File: config.mk
export PLATFORM = sky130hd
export DESIGN_NAME = deltasigma_ctrl
export DESIGN_NICKNAME = d
export VERILOG_FILES = /design/src/rtl/deltasigma_ctrl.sv
export SDC_FILE = /design/constraint.sdc
export NUM_CORES = 1
export LEC_CHECK = 0
export CELL_PAD_IN_SITES_DETAIL_PLACEMENT = 0
export CELL_PAD_IN_SITES_GLOBAL_PLACEMENT = 1
export CORE_ASPECT_RATIO = 0.5
export CORE_UTILIZATION = 30
export DETAILED_ROUTE_END_ITERATION = 6
export GPL_TIMING_DRIVEN = 0
export PLACE_DENSITY = 0.59
export SLEW_MARGIN = 20
export SYNTH_ARGS = -nofsm -noshare
export SYNTH_HDL_FRONTEND = slang
export SYNTH_SLANG_ARGS = --single-unit
File: constraint.sdc
create_clock -name clk_i -period 7.56 [get_ports clk_i]
set_input_delay 1.134 -clock clk_i [delete_from_list [all_inputs] [get_ports clk_i]]
set_output_delay 1.134 -clock clk_i [all_outputs]
set_load 0.05 [all_outputs]
File: src/rtl/deltasigma_ctrl.sv
// Sequencer for a single-bit delta-sigma DAC modulator: trig prescaler, OSR sample hold and
// valid/ready double buffer. Define DELTASIGMA_CTRL_UNDERRUN_ZERO_EN to output zero on underrun.
module deltasigma_ctrl #(
  parameter int unsigned NB_BIT      = 32,
  parameter int unsigned PRESC_WIDTH = 16,
  parameter int unsigned OSR_WIDTH   = 16
) (
  input  logic                   clk_i,
  input  logic                   rst_n_i,
  input  logic                   enable_i,
  input  logic [PRESC_WIDTH-1:0] prescaler_i,
  input  logic [OSR_WIDTH-1:0]   osr_i,
  input  logic [NB_BIT-1:0]      data_i,
  input  logic                   data_en_i,
  output logic                   data_rdy_o,
  output logic                   ds_rst_o,
  output logic                   trig_o,
  output logic [NB_BIT-1:0]      data_o,
  output logic                   busy_o,
  output logic                   underrun_o,
  input  logic                   underrun_clr_i
);

  typedef enum logic [1:0] {StIdle, StPrime, StRun, StStop} state_e;

  state_e                 r_state;
  logic [PRESC_WIDTH-1:0] r_prescaler;
  logic [PRESC_WIDTH-1:0] r_presc_cnt;
  logic [OSR_WIDTH-1:0]   r_osr;
  logic [OSR_WIDTH-1:0]   r_osr_cnt;
  logic [NB_BIT-1:0]      r_active;
  logic [NB_BIT-1:0]      r_pending;
  logic                   r_pend_valid;
  logic                   r_underrun;

  logic w_running;
  logic w_trig;
  logic w_boundary;
  logic w_accept;
  logic w_underrun;

  assign w_running  = (r_state == StRun) || (r_state == StStop);
  assign w_trig     = w_running && (r_presc_cnt == '0);
  assign w_boundary = w_trig && (r_osr_cnt == '0);
  assign data_rdy_o = !r_pend_valid && ((r_state == StPrime) || (r_state == StRun));
  assign w_accept   = data_en_i && data_rdy_o;
  // A word accepted on the boundary itself bypasses into active and is not an underrun.
  assign w_underrun = (r_state == StRun) && w_boundary && !r_pend_valid && !w_accept;

  assign ds_rst_o   = !w_running;
  assign trig_o     = w_trig;
  assign data_o     = r_active;
  assign busy_o     = (r_state != StIdle);
  assign underrun_o = r_underrun;

  always_ff @(posedge clk_i or negedge rst_n_i) begin
    if (!rst_n_i) begin
      r_state      <= StIdle;
      r_prescaler  <= '0;
      r_presc_cnt  <= '0;
      r_osr        <= '0;
      r_osr_cnt    <= '0;
      r_active     <= '0;
      r_pending    <= '0;
      r_pend_valid <= 1'b0;
      r_underrun   <= 1'b0;
    end else begin
      if (w_underrun) begin
        r_underrun <= 1'b1;
      end else if (underrun_clr_i) begin
        r_underrun <= 1'b0;
      end

      if (w_running) begin
        if (w_trig) begin
          r_presc_cnt <= r_prescaler;
          r_osr_cnt   <= w_boundary ? r_osr : r_osr_cnt - 1'b1;
        end else begin
          r_presc_cnt <= r_presc_cnt - 1'b1;
        end
      end

      unique case (r_state)
        StIdle: begin
          if (enable_i) begin
            r_prescaler <= prescaler_i;
            r_osr       <= osr_i;
            r_state     <= StPrime;
          end
        end
        StPrime: begin
          if (!enable_i) begin
            r_pend_valid <= 1'b0;
            r_state      <= StIdle;
          end else if (r_pend_valid) begin
            r_active     <= r_pending;
            r_pend_valid <= 1'b0;
            r_presc_cnt  <= r_prescaler;
            r_osr_cnt    <= r_osr;
            r_state      <= StRun;
          end else if (w_accept) begin
            r_pending    <= data_i;
            r_pend_valid <= 1'b1;
          end
        end
        StRun: begin
          if (w_boundary) begin
            if (r_pend_valid) begin
              r_active     <= r_pending;
              r_pend_valid <= 1'b0;
            end else if (w_accept) begin
              r_active <= data_i;
            end else begin
`ifdef DELTASIGMA_CTRL_UNDERRUN_ZERO_EN
              r_active <= '0;
`else
              r_active <= r_active;
`endif
            end
          end else if (w_accept) begin
            r_pending    <= data_i;
            r_pend_valid <= 1'b1;
          end
          if (!enable_i) begin
            r_state <= StStop;
          end
        end
        StStop: begin
          // Finish the current OSR period, then park the modulator at zero.
          if (w_boundary) begin
            r_active     <= '0;
            r_pend_valid <= 1'b0;
            r_state      <= StIdle;
          end
        end
        default: r_state <= StIdle;
      endcase
    end
  end

endmodule

==> run summary <==
==================================================================================================
Outcome .............................................................................    completed
Highest routing layer actually used .................................................         met4
RSZ-0062 raised after global routing ................................................        false
Number of placed cells counting well taps ...........................................          891
Final number of max-transition violations ...........................................            0
Largest delay contributor family on the critical path ............................... buffers and inverters
Yosys synthesis warning count .......................................................            0
Most common cell in the netlist .....................................................      dfrtp_1
Largest net degree at the start of global routing ...................................           85
Post-Route Skew .....................................................................     12.37 ps
Initial antenna violation count .....................................................            0
Number of clock sinks seen by CTS ...................................................          132
Cell taking the most area after synthesis ...........................................      dfrtp_1
Top flip-flop cell by instance count after synthesis ................................      dfrtp_1
Final WL ............................................................................     15.57 mm
Area overhead of the layout relative to synthesis ...................................       33.32%
First-pass GRT wire length ..........................................................     25.82 mm
Final number of hold-violating endpoints ............................................            0
Endpoint required time on the critical path .........................................      6430 ps
Number of search-and-repair iterations in the first detailed-routing pass ...........            4
Per-instance average area after synthesis ...........................................    12.01 µm²
Via count of the routed design ......................................................         4485
I/O pin total .......................................................................          106
Post-synthesis register bit count ...................................................          132
Core area ...........................................................................    19860 µm²
Worst-path cell chain ............................................................... inv_1 > ha_1 > or2_2 > clkbuf_1 > nand2_1 > nor2_1 > clkdlybuf4s50_1
Launch point of the worst hold path ................................................. r_prescaler[0]$_DFFE_PN0P_
Clock transition time at the flip-flop clock pins of the worst setup and hold paths .        50 ps
Global routing usage summed across all routing layers ...............................       15.66%
R2R setup slack .....................................................................      4090 ps
Effective utilization at floorplan ..................................................       31.32%
Final std cells w/o fill ............................................................          923
Routed wire per std cell ............................................................     16.87 µm
Residual overflow from global routing ...............................................            0
Number of instances in the synthesized netlist ......................................          518
Drt via density .....................................................................        4.859
Crit path setup slack, layout .......................................................      3117 ps
Vias in the first global route ......................................................         4679
Top cell types by occurrence after synthesis ........................................ dfrtp_1 (132), mux2_2 (95), a22o_1 (34)
Ratio of cells with drive above 1 in the final layout ...............................       21.92%
Die Span X ..........................................................................     205.7 µm
CTS tree ............................................................................          yes
Hold Path Cell Cnt ..................................................................            2
Number of placement rows ............................................................           36
Max-capacitance violation count .....................................................            0
Worst flop-to-flop path startpoint .................................................. r_state[0]$_DFFE_PN0P_
Largest fanout of any net on the critical path ......................................           10
Worst slack, placed .................................................................      3540 ps
Crit path kind ...................................................................... flop to output port
Maximum clock rate ..................................................................    225.1 MHz
Slowest cell on crit path ........................................................... clkdlybuf4s50_1
Combined buffer and inverter count along the critical path ..........................            3
Number of endpoints failing setup at the final stage ................................            0
Fraction of post-synthesis cell area in the top cell type by area ...................       53.09%
Post-CTS Setup Inserts ..............................................................            0
Worst Tran Pin Value ................................................................     719.1 ps
Count of cells resized by post-cts repair ...........................................            0
Share of flip-flops with an asynchronous set or reset ...............................       100.0%
Total design power ..................................................................   0.003891 W
Stage delay of the slowest cell on the critical path ................................       840 ps
Number of synthesized flops with an enable pin ......................................            0
Largest vdd supply drop .............................................................    0.2056 mV
Library cells used by synthesis .....................................................           51
Root buf cell .......................................................................    clkbuf_16
Estimated wirelength of the detail-placed design ....................................     10.68 mm
Die Y ...............................................................................     103.8 µm
Number of levels in the clock H-tree ................................................            4
Clk Latency, worst-skew pair ........................................................       410 ps
Routed length on met2 ...............................................................     7.072 mm
Largest buffer count on any clock path ..............................................            2
Routed wire length on met3 ..........................................................       678 µm
Number of nets in the synthesized netlist ...........................................          595
Timing startpoint of the critical path .............................................. r_state[0]$_DFFE_PN0P_
Time the worst path needs with I/O delays and setup .................................      4443 ps
Worst Path Arrival ..................................................................      3310 ps
Iteration-0 DRC Markers .............................................................          121
Post-route met1 wirelength ..........................................................     7.764 mm
Setup crit end kind .................................................................  output port
Count of nets after finishing .......................................................          721
FF-to-FF End ........................................................................ data_o[7]$_DFFE_PN0P_
N_diodes ............................................................................            0
Depth of the critical timing path with buffers and inverters included ...............            7
Tcrit/Tclk final ....................................................................       58.77%
Reg2reg path depth ..................................................................            9
RD Place Congestion .................................................................       0.7617
Final ANT Viol Nets .................................................................            0
Critical path endpoint ..............................................................       trig_o
Fin util ............................................................................       41.76%
Buffers on Ports ....................................................................          105
Startpoint type of the worst setup path .............................................         flop
Die area ............................................................................    21360 µm²
Syn Std Cell Area ...................................................................     6222 µm²
Power per standard cell area ........................................................ 469.0 nW/µm²
Total clock buffers created by CTS ..................................................           17
Hold-fix buffer count after cts .....................................................            0
Static Leak .........................................................................     3.406 nW
Worst rel slew slack ................................................................       52.06%
Path class of the lowest-slack min-delay path ....................................... flop to flop
Remaining design rule violation count ...............................................            0
Area contributors post-synth ........................................................ dfrtp_1 (53%), mux2_2 (17%), a22o_1 (4.8%)
Sequential cell area fraction in the yosys report ...................................       53.09%
==================================================================================================
## tightest hold or removal path, cell delays in order, from the launching register on
cell     delay [ps]
dfrtp_1         340
nand2_1          50
o21ai_0          60
## power by group
group	switching (W)	internal, W
combinational	0.000902	0.000809
clock	0.000305	0.000602
sequential	0.000212	0.00106
total	0.00142	0.00247
## worst min path at each step
stage	end	slack (ps)
floorplan	r_presc_cnt[0]$_DFF_PN0_	440
global placement	r_presc_cnt[3]$_DFF_PN0_	460
detailed placement	r_presc_cnt[3]$_DFF_PN0_	470
CTS	r_presc_cnt[3]$_DFF_PN0_	490
global route	r_pending[9]$_DFFE_PN0P_	510
finish	r_presc_cnt[0]$_DFF_PN0_	480
## stage by stage
stage               TNS (ps)  hold WS [ps]  area, µm²
finish                     0         481.2       8295
global route               0         512.3       8295
CTS                        0         487.8       8295
detailed placement         0         471.5       7652
global placement      -49810         461.2       7606
floorplan                  0         444.4       6222
## placed cells by master (no fill, tap or decap), types with 3 or more instances in the layout
master / instances
a211oi_1: 4
a21oi_1: 9
a22o_1: 34
and4_1: 3
buf_1: 4
buf_2: 8
bufinv_16: 5
clkbuf_1: 18
clkbuf_16: 17
clkdlybuf4s50_1: 104
dfrtp_1: 132
ha_1: 8
inv_1: 13
mux2_1: 4
mux2_2: 95
nand2_1: 23
nand2b_1: 3
nand3_1: 5
nand4_1: 5
nor2_1: 19
nor2b_1: 3
nor3_1: 13
nor4_1: 10
nor4_2: 3
nor4b_1: 3
o211ai_1: 3
o21ai_0: 33
or2_2: 4
or3_1: 10
or4_1: 5
xnor2_1: 13
xor2_1: 5
## sequential cells by signal, summed over array words and instances (netlist names), named ones only
name	cells
r_pend_valid	1
data_o	32
r_presc_cnt	16
r_osr_cnt	16
underrun_o	1
r_state	1
r_osr	16
r_prescaler	16
r_pending	32
## cells by family after synthesis
group	after synthesis	share of synthesized area (%)
fa+ha+maj	8	1.609
mux	100	18.08
simple gates	117	10.40
compound gates	103	11.60
xor+xnor	18	2.534
buf+inv	40	2.695
flops	132	53.09
## metal layers
layer	vias to the layer above	GRT usage, %
met5	-	0
met4	0	3.651
met3	2	5.003
met2	59	23.83
met1	2250	21.50
li1	2174	-
## area by class of cell
class / instances / area [µm²]
buffer: 27 / 118.9
clock inverter: 9 / 175.2
sequential: 132 / 3303
tap: 266 / 332.8
inverter: 13 / 48.80
clock buffer: 23 / 467.9
multi-input combinational: 346 / 2758
timing repair buffer: 107 / 1091
fill: 1923 / 11570
Note: power is estimated with default switching activity, not from simulation.
